[config.mk]
export PLATFORM = sky130hd
export DESIGN_NAME = capture_seg
export DESIGN_NICKNAME = d
export VERILOG_FILES = /design/src/rtl/capture_seg.sv
export SDC_FILE = /design/constraint.sdc
export NUM_CORES = 1
export LEC_CHECK = 0
export BUFFER_PORTS_ARGS = -buffer_cell sky130_fd_sc_hd__buf_2
export CAP_MARGIN = 25
export CORE_ASPECT_RATIO = 0.8
export CORE_UTILIZATION = 63
export CTS_CLUSTER_DIAMETER = 60
export DETAILED_ROUTE_END_ITERATION = 10
export PLACE_DENSITY = 0.88
export SYNTH_ARGS = -nofsm -noshare
export SYNTH_HDL_FRONTEND = slang
export SYNTH_SLANG_ARGS = --single-unit
[constraint.sdc]
create_clock -name clk -period 4.7 [get_ports clk]
set_input_delay 0.47 -clock clk [delete_from_list [all_inputs] [get_ports clk]]
set_output_delay 0.47 -clock clk [all_outputs]
set_load 0.1 [all_outputs]
[src/rtl/capture_seg.sv]
// capture_seg: segmented capture controller for the logic-analyzer RAM path.
//
// The RAM is split into SEGS circular segments of SEG_DEPTH entries. A run
// captures up to num_segs+1 triggered acquisitions, one per segment. Each
// segment holds SEG_DEPTH-1-trig_pos pre-trigger samples, one trigger sample
// and trig_pos post-trigger samples.
//
// Ports:
//   clk, rst_n        clock, asynchronous active-low reset
//   wrt_smpl          sample strobe
//   run               run mode from cmd_cfg
//   capture_done      capture_done bit from cmd_cfg (released by the host)
//   triggered         level trigger from the trigger unit
//   trig_pos          post-trigger samples per segment (latched at run start)
//   num_segs          segments minus 1 (latched at run start)
//   we, waddr         RAM write enable / address
//   set_capture_done  pulse with the final write of the last segment
//   armed             pre-trigger fill complete
//   trig_clr          asks the trigger unit to drop triggered between segments
//   trig_wr           pulse with the trigger-sample write
//   trig_seg          segment index of that trigger sample
//   trig_addr         RAM address of that trigger sample
module capture_seg #(
  parameter int ENTRIES  = 384,
  parameter int LOG2     = 9,
  parameter int SEGS     = 4,
  parameter int SEG_LOG2 = 2
) (
  input  logic                clk,
  input  logic                rst_n,
  input  logic                wrt_smpl,
  input  logic                run,
  input  logic                capture_done,
  input  logic                triggered,
  input  logic [LOG2-1:0]     trig_pos,
  input  logic [SEG_LOG2-1:0] num_segs,
  output logic                we,
  output logic [LOG2-1:0]     waddr,
  output logic                set_capture_done,
  output logic                armed,
  output logic                trig_clr,
  output logic                trig_wr,
  output logic [SEG_LOG2-1:0] trig_seg,
  output logic [LOG2-1:0]     trig_addr
);

  localparam int SEG_DEPTH = ENTRIES / SEGS;
  localparam logic [LOG2-1:0] SD_M1 = LOG2'(SEG_DEPTH - 1);

  typedef enum logic [2:0] {IDLE, PRE, ARMED, POST, REARM, DONE} state_t;

  state_t              state;
  logic [SEG_LOG2-1:0] seg_idx, num_segs_l;
  logic [LOG2-1:0]     offset, pre_cnt, post_cnt, tp_l;
  logic [LOG2-1:0]     tp_in, pre_in, pre_n, offset_nxt;
  logic                hit, seg_end, last_seg;

  // Clamp so a segment always keeps at least the trigger sample.
  assign tp_in  = (trig_pos > SD_M1) ? SD_M1 : trig_pos;
  assign pre_in = SD_M1 - tp_in;   // pre-trigger count for the run being started
  assign pre_n  = SD_M1 - tp_l;    // pre-trigger count for the latched run

  assign offset_nxt = (offset == SD_M1) ? '0 : offset + 1'b1;

  // Dropping run kills writes in the same cycle.
  assign we       = (state inside {PRE, ARMED, POST}) && run && wrt_smpl;
  assign waddr    = LOG2'(seg_idx) * LOG2'(SEG_DEPTH) + offset;
  assign armed    = (state == ARMED);
  assign trig_clr = (state == REARM);

  assign hit      = (state == ARMED) && we && triggered;
  assign last_seg = (seg_idx == num_segs_l);
  assign seg_end  = (hit && tp_l == '0) ||
                    ((state == POST) && we && (post_cnt == tp_l - 1'b1));

  assign trig_wr          = hit;
  assign trig_seg         = hit ? seg_idx : '0;
  assign trig_addr        = hit ? waddr : '0;
  assign set_capture_done = seg_end && last_seg;

  always_ff @(posedge clk or negedge rst_n) begin
    if (!rst_n) begin
      state      <= IDLE;
      seg_idx    <= '0;
      num_segs_l <= '0;
      offset     <= '0;
      pre_cnt    <= '0;
      post_cnt   <= '0;
      tp_l       <= '0;
    end else begin
      case (state)
        IDLE: begin
          if (run) begin
            offset     <= '0;
            seg_idx    <= '0;
            pre_cnt    <= '0;
            post_cnt   <= '0;
            tp_l       <= tp_in;
            num_segs_l <= num_segs;
            state      <= (pre_in == '0) ? ARMED : PRE;
          end
        end

        PRE, ARMED, POST: begin
          if (!run) begin
            state <= IDLE;
          end else if (wrt_smpl) begin
            offset <= offset_nxt;
            case (state)
              PRE: begin
                pre_cnt <= pre_cnt + 1'b1;
                if (pre_cnt == pre_n - 1'b1) state <= ARMED;
              end
              ARMED: begin
                if (triggered) begin
                  post_cnt <= '0;
                  if (tp_l != '0) state <= POST;
                end
              end
              default: post_cnt <= post_cnt + 1'b1;  // POST
            endcase
            // Segment end overrides the per-state updates above.
            if (seg_end) begin
              if (last_seg) begin
                state <= DONE;
              end else begin
                seg_idx <= seg_idx + 1'b1;
                offset  <= '0;
                pre_cnt <= '0;
                state   <= REARM;
              end
            end
          end
        end

        REARM: begin
          // Hold until the previous trigger is gone so one event can't
          // retrigger the next segment.
          if (!run)            state <= IDLE;
          else if (!triggered) state <= (pre_n == '0) ? ARMED : PRE;
        end

        DONE: begin
          if (!capture_done) state <= IDLE;
        end

        default: state <= IDLE;
      endcase
    end
  end

endmodule

==> results.sh <==
export IMPL_r2r_start="tp_l[0]$_DFFE_PN0P_"
export IMPL_dp_hpwl_um=5840
export IMPL_clockRootBuffer="clkbuf_8"
export IMPL_drc=0
export IMPL_critPathMaxFanout=8
export IMPL_synthToLayoutAreaGrowth_pct=7.95
export IMPL_finalCritPeriodShare=0.763
export IMPL_placed_cells_incl_taps=482
export IMPL_die_area_sq_um=5590
export IMPL_cp_cell_sequence="inv_1 -> ha_1 -> nor3b_1 -> and3_1 -> o22ai_1 -> nor4_1 -> a41o_1 -> nor2b_1 -> buf_2"
export IMPL_synth_area_per_cell_sq_um=8.26
export IMPL_yosysSeqAreaShare=0.323
export IMPL_layout_nets=463
export IMPL_finalSetupViolations=0
export IMPL_grt_pass1_wl_um=13200
export IMPL_rsz0062_at_grt="false"
export IMPL_antenna_found_initial=0
export IMPL_path_clk_slew_ps=80
export IMPL_fin_ws_ps=1110
export IMPL_tns_ps=0
export IMPL_grt_max_degree=44
export IMPL_finalNonFillerCells=492
export IMPL_syn_nets=438
export IMPL_synth_seq_cells=43
export IMPL_clk_latency_ps=300
export IMPL_grt_util_all_layers=0.303
export IMPL_hp_class="input pin to register"
export IMPL_max_cap_violations=0
export IMPL_post_synth_num_cell_types=59
export IMPL_die_y_um=67.1
export IMPL_ant_nets=0
export IMPL_clockBufferDepth=2
export IMPL_fin_skew_ps=7.92
export IMPL_wl_per_cell_um=16.3
export IMPL_slowest_delay_ps=500
export IMPL_pin_count=42
export IMPL_drv_slew=0
export IMPL_crit_path_end_kind="output port"
export IMPL_yosys_warnings=0
export IMPL_status="finished clean"
export IMPL_cp_arrival_ps=3120
export IMPL_critical_path_required_ps=4230
export IMPL_hold_viol_final=0
export IMPL_grt_pass1_vias=2858
export IMPL_diodes=0
export IMPL_maxSlewHeadroom=0.503
export IMPL_num_vias=3126
export IMPL_critical_path_class="register to output port"
export IMPL_tightestPinTransition_ps=740
export IMPL_post_cts_resized=0
export IMPL_synthCells=404
export IMPL_start_util=0.659
export IMPL_powerDensity_nw_per_um2=386
export IMPL_syn_area_sq_um=3340
export IMPL_tritoncts="yes"
export IMPL_via_per_inst=6.35
export IMPL_cts_sinks=43
export IMPL_cp_num_buf_inv=2
export IMPL_max_freq_ghz=0.279
export IMPL_port_buffer_count=41
export IMPL_synthArstFlopShare=1.00
export IMPL_critPathLaunchType="register"
export IMPL_place_gp_congestion=0.967
export IMPL_h_tree_depth=2
export IMPL_leakagePower_nw=1.65
export IMPL_synth_edf_count=0
export IMPL_die_w_um=83.4
export IMPL_critPathTopFamily="simple AND/OR/NAND/NOR gates"
export IMPL_dr_pass1_iters=5
export IMPL_grt_overflow=0
export IMPL_post_cts_setup_buffers=0
export IMPL_yosys_most_used_dff="dfrtp_1"
export IMPL_wl_um=8030
export IMPL_hold_start="num_segs[1]"
export IMPL_dpl_worst_slack_ps=1480
export IMPL_row_count=23
export IMPL_drive_above_1_share=0.147
export IMPL_drtIter0Drc=337
export IMPL_ir_drop_v=0.000429
export IMPL_core_sq_um=5060
export IMPL_worst_path_max_delay_cell="nor3b_1"
export IMPL_numCtsBuffers=5
export IMPL_period_needed_ps=3590
export IMPL_cp_startpoint="tp_l[0]$_DFFE_PN0P_"
[report_power, final]
part	internal [mW]	total (mW)	switching, mW
sequential	0.421	0.520	0.0985
clock	0.104	0.231	0.126
combinational	0.210	0.640	0.430
total	0.735	1.39	0.654
[layout by cell type, fill, tap and decap left out, drive strengths merged, types with 3 or more instances in the layout]
| cell type | n |
|---|---|
| and3 | 12 |
| nand3 | 27 |
| ha | 16 |
| nor3 | 12 |
| dfrtp | 43 |
| buf | 44 |
| clkbuf | 7 |
| and2 | 10 |
| mux2i | 5 |
| xor2 | 9 |
| nand4 | 5 |
| nand2 | 48 |
| o31ai | 3 |
| o22a | 5 |
| nor4 | 5 |
| o22ai | 5 |
| inv | 22 |
| o211ai | 3 |
| a31oi | 10 |
| or3 | 4 |
| nand4b | 3 |
| o21ai | 33 |
| nor2b | 5 |
| xnor2 | 24 |
| a21oi | 10 |
| nor2 | 24 |
| nand3b | 6 |
[cells in the mapped netlist, types with 9 or more instances]
| cell type | count | share of area |
|---|---|---|
| dfrtp_1 | 43 | 0.32 |
| inv_1 | 22 | 0.025 |
| nor3_1 | 12 | 0.018 |
| a31oi_1 | 10 | 0.019 |
| nand3_1 | 26 | 0.039 |
| and3_1 | 12 | 0.023 |
| xor2_1 | 9 | 0.024 |
| nand2_1 | 48 | 0.054 |
| xnor2_1 | 24 | 0.063 |
| nor2_1 | 24 | 0.027 |
| ha_1 | 16 | 0.060 |
| a21oi_1 | 9 | 0.014 |
| o21ai_0 | 26 | 0.039 |
| and2_1 | 10 | 0.019 |
| clkbuf_1 | 15 | 0.017 |
[what timing repair did]
action                                 4_1_cts  5_1_grt
setup endpoints to repair                    0        0
hold buffers                                 0        1
endpoints found under the hold margin        0        1
[final cells by class]
cell class / count / area (sq um)
flip-flops and latches: 43 / 1080
inverters: 23 / 86.3
clock buffers: 7 / 76.3
fillers: 404 / 1460
clock inverters: 1 / 5.00
well taps: 62 / 77.6
repair buffers: 45 / 250
multi-input cells: 311 / 2030
[registers in the layout (all words and copies together) (netlist names)]
register    cells
num_segs_l      2
offset          9
post_cnt        9
pre_cnt         9
seg_idx         2
state           3
tp_l            9
[worst paths after layout]
path / to / slack [ps] / cells after the start
hold reg to reg: num_segs_l[1]$_DFFE_PN0P_ / 540 / 1
setup / recovery: set_capture_done / 1110 / 9
min in group asynchronous: offset[6]$_DFFE_PN0P_ / 490 / 2
max in group asynchronous: pre_cnt[5]$_DFFE_PN0P_ / 3800 / 3
setup reg to reg: offset[5]$_DFFE_PN0P_ / 1610 / 9
hold / removal: num_segs_l[1]$_DFFE_PN0P_ / 400 / 2
[per-layer routing]
metal | vias up | routed length [um] | GRT usage | part of all wire
met5 | - | 0 | 0 | 0
met4 | 0 | 188 | 0.127 | 0.023
met3 | 30 | 612 | 0.0632 | 0.076
met2 | 162 | 3660 | 0.502 | 0.46
met1 | 1464 | 3570 | 0.390 | 0.44
li1 | 1470 | - | - | -
[worst reg2reg max path, delay by kind of cell, from the launching register on]
kind | cells | cell delay [ps]
AOI/OAI and AO/OA | 4 | 1330
adders and majority gates | 1 | 240
buffers and inverters | 1 | 110
DFF | 1 | 470
and+or+nand+nor | 3 | 850
[cells by family after synthesis]
kind of cell	share of synthesized area
fa+ha+maj	0.0660
xor+xnor	0.0866
mux	0.0218
compound gates	0.166
buf+inv	0.0690
simple gates	0.268
flops	0.323
[through the flow]
stage	util	hold WS, ps	cell area (sq um)	total power [mW]
floorplan	-	174	3340	1.03
global placement	0.689	497	3490	1.13
detailed placement	0.689	528	3490	1.15
CTS	0.705	356	3570	1.38
global route	0.711	398	3600	1.48
finish	0.711	397	3600	1.39
Note: power is estimated with default switching activity, not from simulation.
